**src/rtl/shunting_pkg.sv**
```systemverilog
// Shared definitions for the infix-to-postfix converter: operator codes,
// precedence, token classes and controller states.
package shunting_pkg;

  localparam logic [7:0] OP_ADD = 8'h2B;
  localparam logic [7:0] OP_SUB = 8'h2D;
  localparam logic [7:0] OP_MUL = 8'h2A;
  localparam logic [7:0] OP_DIV = 8'h2F;
  localparam logic [7:0] OP_LP  = 8'h28;
  localparam logic [7:0] OP_RP  = 8'h29;
  localparam logic [7:0] OP_EQ  = 8'h3D;

  typedef enum logic [2:0] {
    S_IDLE,
    S_POP,
    S_PAREN,
    S_FLUSH,
    S_ERROR
  } state_t;

  typedef enum logic [2:0] {
    TK_OPERAND,
    TK_BINOP,
    TK_LPAREN,
    TK_RPAREN,
    TK_EQ
  } tok_class_t;

  // Binding strength; 0 for anything that is not a binary operator,
  // which also makes '(' never poppable by an incoming operator.
  function automatic logic [1:0] prec(input logic [7:0] code);
    logic [1:0] p;
    case (code)
      OP_ADD, OP_SUB: p = 2'd1;
      OP_MUL, OP_DIV: p = 2'd2;
      default:        p = 2'd0;
    endcase
    return p;
  endfunction

  // A token only counts as an operator when its upper bits are zero;
  // e.g. 0x12B in a 12-bit stream is an operand.
  function automatic tok_class_t classify(input logic hi_zero, input logic [7:0] lo);
    tok_class_t c;
    c = TK_OPERAND;
    if (hi_zero) begin
      case (lo)
        OP_ADD, OP_SUB, OP_MUL, OP_DIV: c = TK_BINOP;
        OP_LP:   c = TK_LPAREN;
        OP_RP:   c = TK_RPAREN;
        OP_EQ:   c = TK_EQ;
        default: c = TK_OPERAND;
      endcase
    end
    return c;
  endfunction

endpackage

```
**src/rtl/shunting_yard_conv_op_stack.sv**
```systemverilog
// Operator LIFO. Only the occupancy is reset; entries above the count are
// don't-care. top is meaningless while empty.
module op_stack #(
  parameter int DATA_W = 8,
  parameter int DEPTH  = 16,
  parameter int CNT_W  = $clog2(DEPTH+1)
) (
  input  logic              clk,
  input  logic              rst,
  input  logic              push,
  input  logic              pop,
  input  logic              clr,
  input  logic [DATA_W-1:0] din,
  output logic [DATA_W-1:0] top,
  output logic              full,
  output logic              empty,
  output logic [CNT_W-1:0]  count
);

  localparam int AW = (DEPTH > 1) ? $clog2(DEPTH) : 1;

  logic [DATA_W-1:0] mem [DEPTH];
  logic [CNT_W-1:0]  cnt;
  logic [CNT_W-1:0]  top_ptr;

  assign top_ptr = cnt - CNT_W'(1);
  assign top     = mem[top_ptr[AW-1:0]];
  assign full    = (cnt == CNT_W'(DEPTH));
  assign empty   = (cnt == '0);
  assign count   = cnt;

  // Occupancy: clear beats push beats pop; overflow/underflow are ignored.
  always_ff @(posedge clk) begin
    if (rst || clr)
      cnt <= '0;
    else if (push && !full)
      cnt <= cnt + CNT_W'(1);
    else if (pop && !empty)
      cnt <= cnt - CNT_W'(1);
  end

  // Storage write at the current occupancy index.
  always_ff @(posedge clk) begin
    if (push && !full && !clr)
      mem[cnt[AW-1:0]] <= din;
  end

endmodule

```
**src/rtl/shunting_yard_conv.sv**
```systemverilog
// Streaming shunting-yard converter: infix tokens in, postfix tokens out,
// one stack action and at most one emitted token per cycle.
module shunting_yard_conv
  import shunting_pkg::*;
#(
  parameter int DATA_W = 8,
  parameter int DEPTH  = 16,
  parameter int CNT_W  = $clog2(DEPTH+1)
) (
  input  logic              clk,
  input  logic              rst,
  input  logic              in_valid,
  input  logic [DATA_W-1:0] in_data,
  output logic              in_ready,
  output logic              out_valid,
  output logic [DATA_W-1:0] out_data,
  output logic              out_last,
  input  logic              out_ready,
  output logic              err,
  output logic [CNT_W-1:0]  stk_cnt
);

  state_t            state, state_nxt;
  tok_class_t        tk;
  logic [7:0]        lat_op;

  logic              stk_push, stk_pop, stk_clr;
  logic [DATA_W-1:0] stk_din, stk_top;
  logic              stk_full, stk_empty;

  logic              load, load_last, latch;
  logic [DATA_W-1:0] load_data;

  logic              slot_free, accept;
  logic              top_lp, top_popable, idle_push_ok;

  op_stack #(
    .DATA_W (DATA_W),
    .DEPTH  (DEPTH),
    .CNT_W  (CNT_W)
  ) u_stack (
    .clk   (clk),
    .rst   (rst),
    .push  (stk_push),
    .pop   (stk_pop),
    .clr   (stk_clr),
    .din   (stk_din),
    .top   (stk_top),
    .full  (stk_full),
    .empty (stk_empty),
    .count (stk_cnt)
  );

  assign tk        = classify((in_data >> 8) == '0, in_data[7:0]);
  assign slot_free = !out_valid || out_ready;
  assign in_ready  = !rst && ((state == S_IDLE && slot_free) || state == S_ERROR);
  assign accept    = in_valid && in_ready;
  assign err       = (state == S_ERROR);

  // Only operators and '(' live on the stack, so the low byte carries prec.
  assign top_lp       = (stk_top == DATA_W'(OP_LP));
  assign top_popable  = !stk_empty && !top_lp && (prec(stk_top[7:0]) >= prec(lat_op));
  assign idle_push_ok = stk_empty || top_lp || (prec(stk_top[7:0]) < prec(in_data[7:0]));

  // State register.
  always_ff @(posedge clk) begin
    if (rst)
      state <= S_IDLE;
    else
      state <= state_nxt;
  end

  // Next-state decision.
  always_comb begin
    state_nxt = state;
    case (state)
      S_IDLE: begin
        if (accept) begin
          case (tk)
            TK_LPAREN: if (stk_full) state_nxt = S_ERROR;
            TK_BINOP: begin
              if (!idle_push_ok)  state_nxt = S_POP;
              else if (stk_full)  state_nxt = S_ERROR;
            end
            TK_RPAREN: state_nxt = S_PAREN;
            TK_EQ:     state_nxt = S_FLUSH;
            default:   state_nxt = S_IDLE;
          endcase
        end
      end
      S_POP: begin
        if (!top_popable)
          state_nxt = stk_full ? S_ERROR : S_IDLE;
      end
      S_PAREN: begin
        if (stk_empty)   state_nxt = S_ERROR;
        else if (top_lp) state_nxt = S_IDLE;
      end
      S_FLUSH: begin
        if (stk_empty) begin
          if (slot_free) state_nxt = S_IDLE;
        end else if (top_lp) begin
          state_nxt = S_ERROR;
        end
      end
      S_ERROR: begin
        if (accept && tk == TK_EQ) state_nxt = S_IDLE;
      end
      default: state_nxt = S_IDLE;
    endcase
  end

  // Stack and output-register controls for the current state.
  always_comb begin
    stk_push  = 1'b0;
    stk_pop   = 1'b0;
    stk_clr   = 1'b0;
    stk_din   = in_data;
    load      = 1'b0;
    load_data = in_data;
    load_last = 1'b0;
    latch     = 1'b0;
    case (state)
      S_IDLE: begin
        if (accept) begin
          case (tk)
            TK_OPERAND: load = 1'b1;
            TK_LPAREN:  stk_push = !stk_full;
            TK_BINOP: begin
              if (idle_push_ok) stk_push = !stk_full;
              else              latch = 1'b1;
            end
            default: ;
          endcase
        end
      end
      S_POP: begin
        if (top_popable) begin
          if (slot_free) begin
            load      = 1'b1;
            load_data = stk_top;
            stk_pop   = 1'b1;
          end
        end else begin
          stk_push = !stk_full;
          stk_din  = DATA_W'(lat_op);
        end
      end
      S_PAREN: begin
        if (!stk_empty) begin
          if (top_lp) begin
            stk_pop = 1'b1;  // matching '(' is dropped, never emitted
          end else if (slot_free) begin
            load      = 1'b1;
            load_data = stk_top;
            stk_pop   = 1'b1;
          end
        end
      end
      S_FLUSH: begin
        if (stk_empty) begin
          if (slot_free) begin
            load      = 1'b1;
            load_data = DATA_W'(OP_EQ);
            load_last = 1'b1;
          end
        end else if (!top_lp && slot_free) begin
          load      = 1'b1;
          load_data = stk_top;
          stk_pop   = 1'b1;
        end
      end
      S_ERROR: begin
        if (accept && tk == TK_EQ) stk_clr = 1'b1;
      end
      default: ;
    endcase
  end

  // Single-entry output register; anything pending is dropped on error.
  always_ff @(posedge clk) begin
    if (rst) begin
      out_valid <= 1'b0;
      out_data  <= '0;
      out_last  <= 1'b0;
    end else if (state_nxt == S_ERROR) begin
      out_valid <= 1'b0;
      out_data  <= '0;
      out_last  <= 1'b0;
    end else if (load) begin
      out_valid <= 1'b1;
      out_data  <= load_data;
      out_last  <= load_last;
    end else if (out_ready) begin
      out_valid <= 1'b0;
    end
  end

  // Operator held while higher/equal-precedence entries are popped.
  always_ff @(posedge clk) begin
    if (rst)
      lat_op <= '0;
    else if (latch)
      lat_op <= in_data[7:0];
  end

endmodule

```
**config.mk**
```make
export PLATFORM = sky130hd
export DESIGN_NAME = shunting_yard_conv
export DESIGN_NICKNAME = d
export VERILOG_FILES = /design/src/rtl/shunting_pkg.sv /design/src/rtl/shunting_yard_conv_op_stack.sv /design/src/rtl/shunting_yard_conv.sv
export SDC_FILE = /design/constraint.sdc
export NUM_CORES = 1
export LEC_CHECK = 0
export CAP_MARGIN = 20
export CELL_PAD_IN_SITES_DETAIL_PLACEMENT = 2
export CELL_PAD_IN_SITES_GLOBAL_PLACEMENT = 2
export CORE_UTILIZATION = 39
export DETAILED_ROUTE_END_ITERATION = 6
export PLACE_DENSITY = 0.82
export SYNTH_ARGS = -nofsm -noshare
export SYNTH_HDL_FRONTEND = slang
export SYNTH_HIERARCHICAL = 1
export SYNTH_SLANG_ARGS = --single-unit
```
**constraint.sdc**
```tcl
create_clock -name clk -period 4.93 [get_ports clk]
set_input_delay 0.493 -clock clk [delete_from_list [all_inputs] [get_ports clk]]
set_output_delay 0.493 -clock clk [all_outputs]
set_load 0.005 [all_outputs]
```
After elaboration in Yosys (flattened, before gate mapping):

Memories as Yosys holds them, arrays and structs flattened.
Cells that the tools add are included.

* output and inout bits: 17
* bits of input ports: 12
* memories kept: 1
* flip-flop bits (word level): 26
* bits in writable memories: 128
* logic and storage cells: 130

* reduce and logical (&&, ||, !) cells: 34
* equality and inequality tests: 26
* order comparisons: 2
* add/sub/neg operators: 2
* multiplexer cells: 59

Memories
* u_stack.mem: depth 16, width 8, read ports 1, clocked after Yosys merged registers in 0, wr ports 1, line shunting_yard_conv_op_stack.sv:22 `logic [DATA_W-1:0] mem [DEPTH];`

Operator list (number)
* == test 8 x 6 -> 1 bit, second input constant: 16
* 2-to-1 mux 8 bit: 9
* 2-to-1 mux 3 bit: 11
* 2-to-1 mux 1 bit: 26
* one-hot mux 3 bit (4 select lines): 2
* one-hot mux 8 bit (3 select lines): 1
* one-hot mux 3 bit (5 select lines): 1
* OR reduction 2 bit: 7
* == test 3 x 2 -> 1 bit, second input constant: 4
* one-hot mux 2 bit (2 select lines): 3
* logical AND 1 bit: 10
* 2-to-1 mux 5 bit: 2
* == test 3 bit, second input constant: 3
* == test 3 x 1 -> 1 bit, second input constant: 2
* zero test 1 bit: 6
* zero test 3 bit: 2
* adder 5 x 1 -> 5 bit, second input constant: 1
* == test 5 bit, second input constant: 1
* zero test 5 bit: 1
* logical OR 1 bit: 5
* subtractor 5 x 1 -> 5 bit, second input constant: 1
* one-hot mux 1 bit (2 select lines): 2
* one-hot mux 1 bit (4 select lines): 1
* nonzero test 2 bit: 2
* 4 further kinds: 4

Depth between registers and ports, before layout:

Gate-level depths: netlist (run 1).
An unclocked memory read counts as a cell.

* depth in word-level cells: 15
* mapped depth: 22
* mapped depth without buffers: 18

By module:

Netlist (run 1), hierarchy kept.

By module, submodules not included
* op_stack: area each 5461.5 um^2, cells an instance 336, times used 1
* shunting_yard_conv: area each 1711.6 um^2, cells an instance 213, times used 1

Least setup slack after synthesis (run 1):

OpenSTA, ideal clock, no wires.

* kind: reg2reg
* start: register u_stack.cnt[0], in the netlist u_stack/count[0]
* end: memory u_stack.mem[0][0], enable pin
* clock period less this slack: 4.943 ns
* setup slack: -0.013 ns
* data required time: 4.598 ns
* stages on the path, launching flop included: 20
* arrival: 4.611 ns
* cell sequence: dfxtp_1 > buf_4 > inv_1 > ha_1 > clkbuf_1 > mux4_2 > nand2_1 > nand2_1 > a32o_1 > nor4b_2 > nand4_1 > ha_1 > nand2b_1 > a21o_1 > nand2_1 > nand2_1 > a21oi_1 > nor2b_1 > nor4b_2 > and2_1

* cells in the longest elaborated chain, start to end: 15
* elaborated cells on any way between the ends: 30
* classes of those cells: add/sub: 1; order compare: 2; eq/ne: 6; mux: 8; reduce/logical: 12; memory: 1

RTL lines
* start, declared: line shunting_yard_conv_op_stack.sv:23 `logic [CNT_W-1:0] cnt;`
* start signal, assigned: line shunting_yard_conv_op_stack.sv:37 `cnt <= cnt + CNT_W'(1);`
* start signal, assigned: line shunting_yard_conv_op_stack.sv:39 `cnt <= cnt - CNT_W'(1);`
* subtractor 5 x 1 -> 5 bit (*)
* memory read (16 x 8 bit) (*)
* named net stk_top[4]: line shunting_yard_conv.sv:28 `logic [DATA_W-1:0] stk_din, stk_top;`
* == test 8 x 6 -> 1 bit: line shunting_pkg.sv:33 `case (code)`
* OR reduction 2 bit: line shunting_pkg.sv:33
* one-hot mux 2 bit (2 select lines): line shunting_pkg.sv:33
* less-than comparator 2 bit: line shunting_yard_conv.sv:63 `assign idle_push_ok = stk_empty || top_lp || (prec(stk_top[7:0]) < prec(in_data[7:0]));`
* logical OR 1 bit: line shunting_yard_conv.sv:63
* 2-to-1 mux 1 bit: line shunting_yard_conv.sv:130 `if (idle_push_ok) stk_push = !stk_full;`
* one-hot mux 1 bit (2 select lines): line shunting_yard_conv.sv:126 `case (tk)`
* 2-to-1 mux 1 bit: line shunting_yard_conv.sv:125 `if (accept) begin`
* one-hot mux 1 bit (2 select lines) (*): line shunting_yard_conv.sv:123 `case (state)`
* named net stk_push: line shunting_yard_conv.sv:27 `logic stk_push, stk_pop, stk_clr;`
* logical AND 1 bit (*) (2 in series): line shunting_yard_conv_op_stack.sv:44 `if (push && !full && !clr)`
* 2-to-1 mux 1 bit (*): line shunting_yard_conv_op_stack.sv:44
* 2-to-1 mux 1 bit (not written as such) (*): line shunting_yard_conv_op_stack.sv:45 `mem[cnt[AW-1:0]] <= din;`
* end, declared: line shunting_yard_conv_op_stack.sv:22

Mark *: on every way through the listed nets, which the timed path passes. The rest lies on a longest branch.

Worst setup path after layout (run 1):

* start: register u_stack.cnt[0], in the netlist u_stack/count[0]
* end: memory u_stack.mem[2][2], enable pin

The elaborated chain is that of the path after synthesis.

==> summary.txt, run 1 <==
Drt
  • Via density: 6.137
  • Drt drc: 0
  • Routed WL: approximately 24 mm
  • Post-DRT Antenna Nets: 0
  • Wire per inst: 28.31 um
  • Drt pass-1 iters: 4
  • DRT iter0 DRCs: 437
  • Via count: 5,149

Setup path
  • Top cell by count, worst path: nand2_1
  • CP Launch Type: flop
  • WP data required: 5060 ps
  • Crit path arrival time: 4890 ps
  • Worst setup path startpoint: u_stack/count[0]$_SDFFE_PP0P_
  • Worst setup path category: flop to flop
  • Capturing point of the worst reg2reg path: u_stack/mem[2][2]$_DFFE_PP_
  • Crit. End Element: flop
  • Critical-path cell list: inv_1, ha_4, xor2_4, buf_12, mux2i_1, a221oi_1, a32o_1, nor4b_2, nand4_1, ha_1, nand2b_1, a21o_1, nand2_1, nand2_1, a21oi_2, nor2b_4, nor4b_4, buf_4, and2_4
  • Largest stage delay, worst path: 400 ps
  • Slowest-stage cell, CP: dfxtp_1
  • Reg2reg path depth: 19
  • Reg-to-Reg Start: u_stack/count[0]$_SDFFE_PP0P_
  • Worst R2R Setup Slack: 170 ps
  • CP Max Fanout: 20

Global routing
  • Initial antenna violation count: 0
  • GRT Residual Overflow: 0
  • Largest net degree at the start of global routing: 25
  • First-pass GRT wire length: 35.37 mm
  • Met1 GRT Util: 33.58%
  • Met2 GRT Util: between 40% and 50%
  • GR peak layer: met2
  • Overall Global Routing Usage: between 20 and 30%
  • Met3 GRT Util: 4.415%
  • Vias in the first global route: 5,496

Synth
  • Synth warn: 6
  • Distinct cells, synth: 69
  • EDFF count, synth: 128
  • Sequential cell area fraction in the yosys report: 60.84%
  • Cells after synthesis: 549
  • Synthesized area: 7173 sq um
  • Synth Flop Type: edfxtp_1
  • Avg Inst Size Synth: 13.07 sq um
  • Synthesized Nets: ~570
  • Ys async rst share: 0%
  • Yosys reg bits: 154

Final layout
  • Synthesis-to-layout area growth: 19.59%
  • Nets: approximately 620
  • Most frequent cells in the layout: edfxtp_1 (128), nand2_1 (89), clkdlybuf4s50_1 (28), nand3_1 (26)
  • Final Util: a little under half
  • Commonest non-fill, non-tap cell in the layout: edfxtp_1
  • Number of diodes: 0
  • Layout cells sized above 1: 20.00%

Clocking
  • Clock tree sinks: roughly 150
  • Worst-Skew Late Latency: between 400 and 500 ps
  • Worst-path clk slew: about 70 ps
  • CTS tree: done
  • Max clock buf depth: 2
  • H-tree Lvls: 4
  • Num CTS Buffers: 17
  • Post-CTS Hold Buffers: 0
  • Root Driver: clkbuf_16

STA
  • Fmax achieved: 209.9 MHz
  • Relative slew margins: 54.26%
  • Final Max Slew Viols: 0
  • Final setup vio count: 0
  • Fin Hold WS: roughly 500 ps
  • Count of final hold-check violations: 0
  • Clock Skews: between 10 and 15 ps
  • Setup TNS: 0 ps
  • Least-Margin Pin Slew: 684.5 ps
  • Period minus WS final: 4764 ps
  • Setup WS post-layout: 166.1 ps
  • Period utilisation layout: 96.63%

Die
  • # IOs: 29
  • Die width: 137.6 um
  • Initial Util: between 30 and 40%
  • Die area: 18,940 sq um
  • Core Region: 18,020 sq um
  • Site Rows: 49
  • Die height: 137.6 um

Place
  • Post-DP HPWL: 15.83 mm
  • Port buffer count: 28
  • Place WS: -450.6 ps
  • Placer congestion estimate: 0.8644

Run
  • Max_cap viols: 0

Power
  • P per Cell Area: 333.8 nW/um^2
  • P_leak: between 3 and 4 nW
  • Peak supply drop: 0.2211 mV

Min path
  • HP Class: flop to flop
  • Hold Path Sink: out_data[3]$_SDFFE_PP0P_
  • Min-delay src: out_data[3]$_SDFFE_PP0P_
  • Hold path depth: 1

Status
  • Status: completed
[synth_stat cells, types with 3 or more instances]
cell	count	area share [%]
nor4_1	3	0.26
o21a_1	4	0.42
edfxtp_1	128	54
nand3_1	26	1.8
a32o_1	9	1.3
nand4_1	7	0.61
a211oi_1	3	0.31
a221oi_1	8	0.98
o211a_1	7	0.98
nor2_1	23	1.2
xor2_1	3	0.37
nor3_1	5	0.35
o21ai_0	11	0.77
and2_1	25	2.2
mux2i_1	24	3.3
a31oi_1	5	0.44
nor2b_1	5	0.44
xnor2_1	6	0.73
ha_1	8	1.4
buf_2	12	0.84
clkbuf_1	8	0.42
nand2_1	91	4.8
o41ai_1	3	0.37
mux4_2	16	5.0
nand2b_1	9	0.78
and3_1	5	0.44
nand4bb_1	3	0.47
dfxtp_1	26	7.3
inv_1	9	0.47
nor4b_2	4	0.84
a21oi_1	7	0.49
[power breakdown]
| part | internal (W) | switching (W) |
|---|---|---|
| Combinational | 0.0000462 | 0.0000752 |
| Sequential | 0.00141 | 0.00000415 |
| Clock | 0.000755 | 0.000570 |
| Total | 0.00221 | 0.000650 |
[worst max-delay path, delay by kind of cell (launching register included)]
family                   cells  cell delay, ps
AO/OA/AOI/OAI                4             870
XOR/XNOR                     1             210
adder cells (fa/ha/maj)      2             550
AND/OR/NAND/NOR              8            1640
flip-flops                   1             400
buffers and inverters        3             540
multiplexers                 1             240
[state kept, by name (all words and copies together), names as in the netlist]
register,cells
u_stack/mem,128
lat_op,8
out_data,8
u_stack/count,5
state,3
out_last,1
out_valid,1
[kinds of logic (layout without fill, tap and decap cells)]
| logic type | count (synthesis) | count (layout) | share of synthesized area (%) |
|---|---|---|---|
| simple gates | 224 | 224 | 16.92 |
| flops | 154 | 154 | 60.84 |
| compound gates | 76 | 76 | 8.530 |
| mux | 41 | 41 | 8.530 |
| buf+inv | 36 | 97 | 2.459 |
| xor+xnor | 10 | 10 | 1.326 |
| fa+ha+maj | 8 | 8 | 1.395 |
[area by class of cell]
cell class / instances / area, sq um
Fill cell: 1750 / 9447
Sequential cell: 154 / 4365
Multi-Input combinational cell: 359 / 2755
Timing Repair Buffer: 57 / 551.8
Clock buffer: 17 / 425.4
Tap cell: 229 / 286.5
Clock inverter: 14 / 160.2
Inverter: 9 / 33.78
[how the worst max path moves through the flow]
stage	end	slack (ps)	cells after the start
after floorplan	u_stack/mem[0][0]$_DFFE_PP_	30	20
after global placement	u_stack/mem[3][5]$_DFFE_PP_	210	18
after detailed placement	u_stack/mem[1][2]$_DFFE_PP_	-450	18
after CTS	u_stack/mem[0][6]$_DFFE_PP_	-20	18
after global routing	u_stack/count[4]$_SDFFE_PP0P_	-0.5	19
final	u_stack/mem[2][2]$_DFFE_PP_	170	19
[stage by stage]
stage / area, sq um / power (W) / std cells
after floorplan: 7174 / 0.001501 / 549
after global placement: 7844 / 0.001553 / 806
after detailed placement: 7844 / 0.001561 / 806
after CTS: 8518 / 0.002876 / 838
after global routing: 8578 / 0.002925 / 839
final: 8578 / 0.002864 / 839
[routing by layer]
metal  share of wire [%]  wire length [um]
met1                  41              9836
met2                  51             12220
met3                 4.4              1038
met4                 2.8               664
met5                   0                 0
[repair_timing]
action	in CTS	in global routing
gates resized for setup	27	24
buffers inserted	0	1
endpoints found under the hold margin	0	0
pin swaps	1	0
gates cloned	1	0
endpoints found under the setup margin	162	162
(Power assumes the default switching activity.)
==> run 2, diff against run 1 <==
--- a/config.mk
+++ b/config.mk
@@ -9,6 +9,7 @@
 export CELL_PAD_IN_SITES_DETAIL_PLACEMENT = 2
 export CELL_PAD_IN_SITES_GLOBAL_PLACEMENT = 2
 export CORE_UTILIZATION = 39
+export CTS_CLUSTER_SIZE = 8
 export DETAILED_ROUTE_END_ITERATION = 6
 export PLACE_DENSITY = 0.82
 export SYNTH_ARGS = -nofsm -noshare
==> results of run 2 <==
No change in the layout: final DEF, timing and power equal those of run 1.
==> run 3, diff against run 2 <==
--- a/config.mk
+++ b/config.mk
@@ -5,12 +5,12 @@
 export SDC_FILE = /design/constraint.sdc
 export NUM_CORES = 1
 export LEC_CHECK = 0
-export CAP_MARGIN = 20
 export CELL_PAD_IN_SITES_DETAIL_PLACEMENT = 2
 export CELL_PAD_IN_SITES_GLOBAL_PLACEMENT = 2
 export CORE_UTILIZATION = 39
 export CTS_CLUSTER_SIZE = 8
 export DETAILED_ROUTE_END_ITERATION = 6
+export GPL_ROUTABILITY_DRIVEN = 0
 export PLACE_DENSITY = 0.82
 export SYNTH_ARGS = -nofsm -noshare
 export SYNTH_HDL_FRONTEND = slang
==> results of run 3 <==
No change in the layout: final DEF, timing and power equal those of run 1.
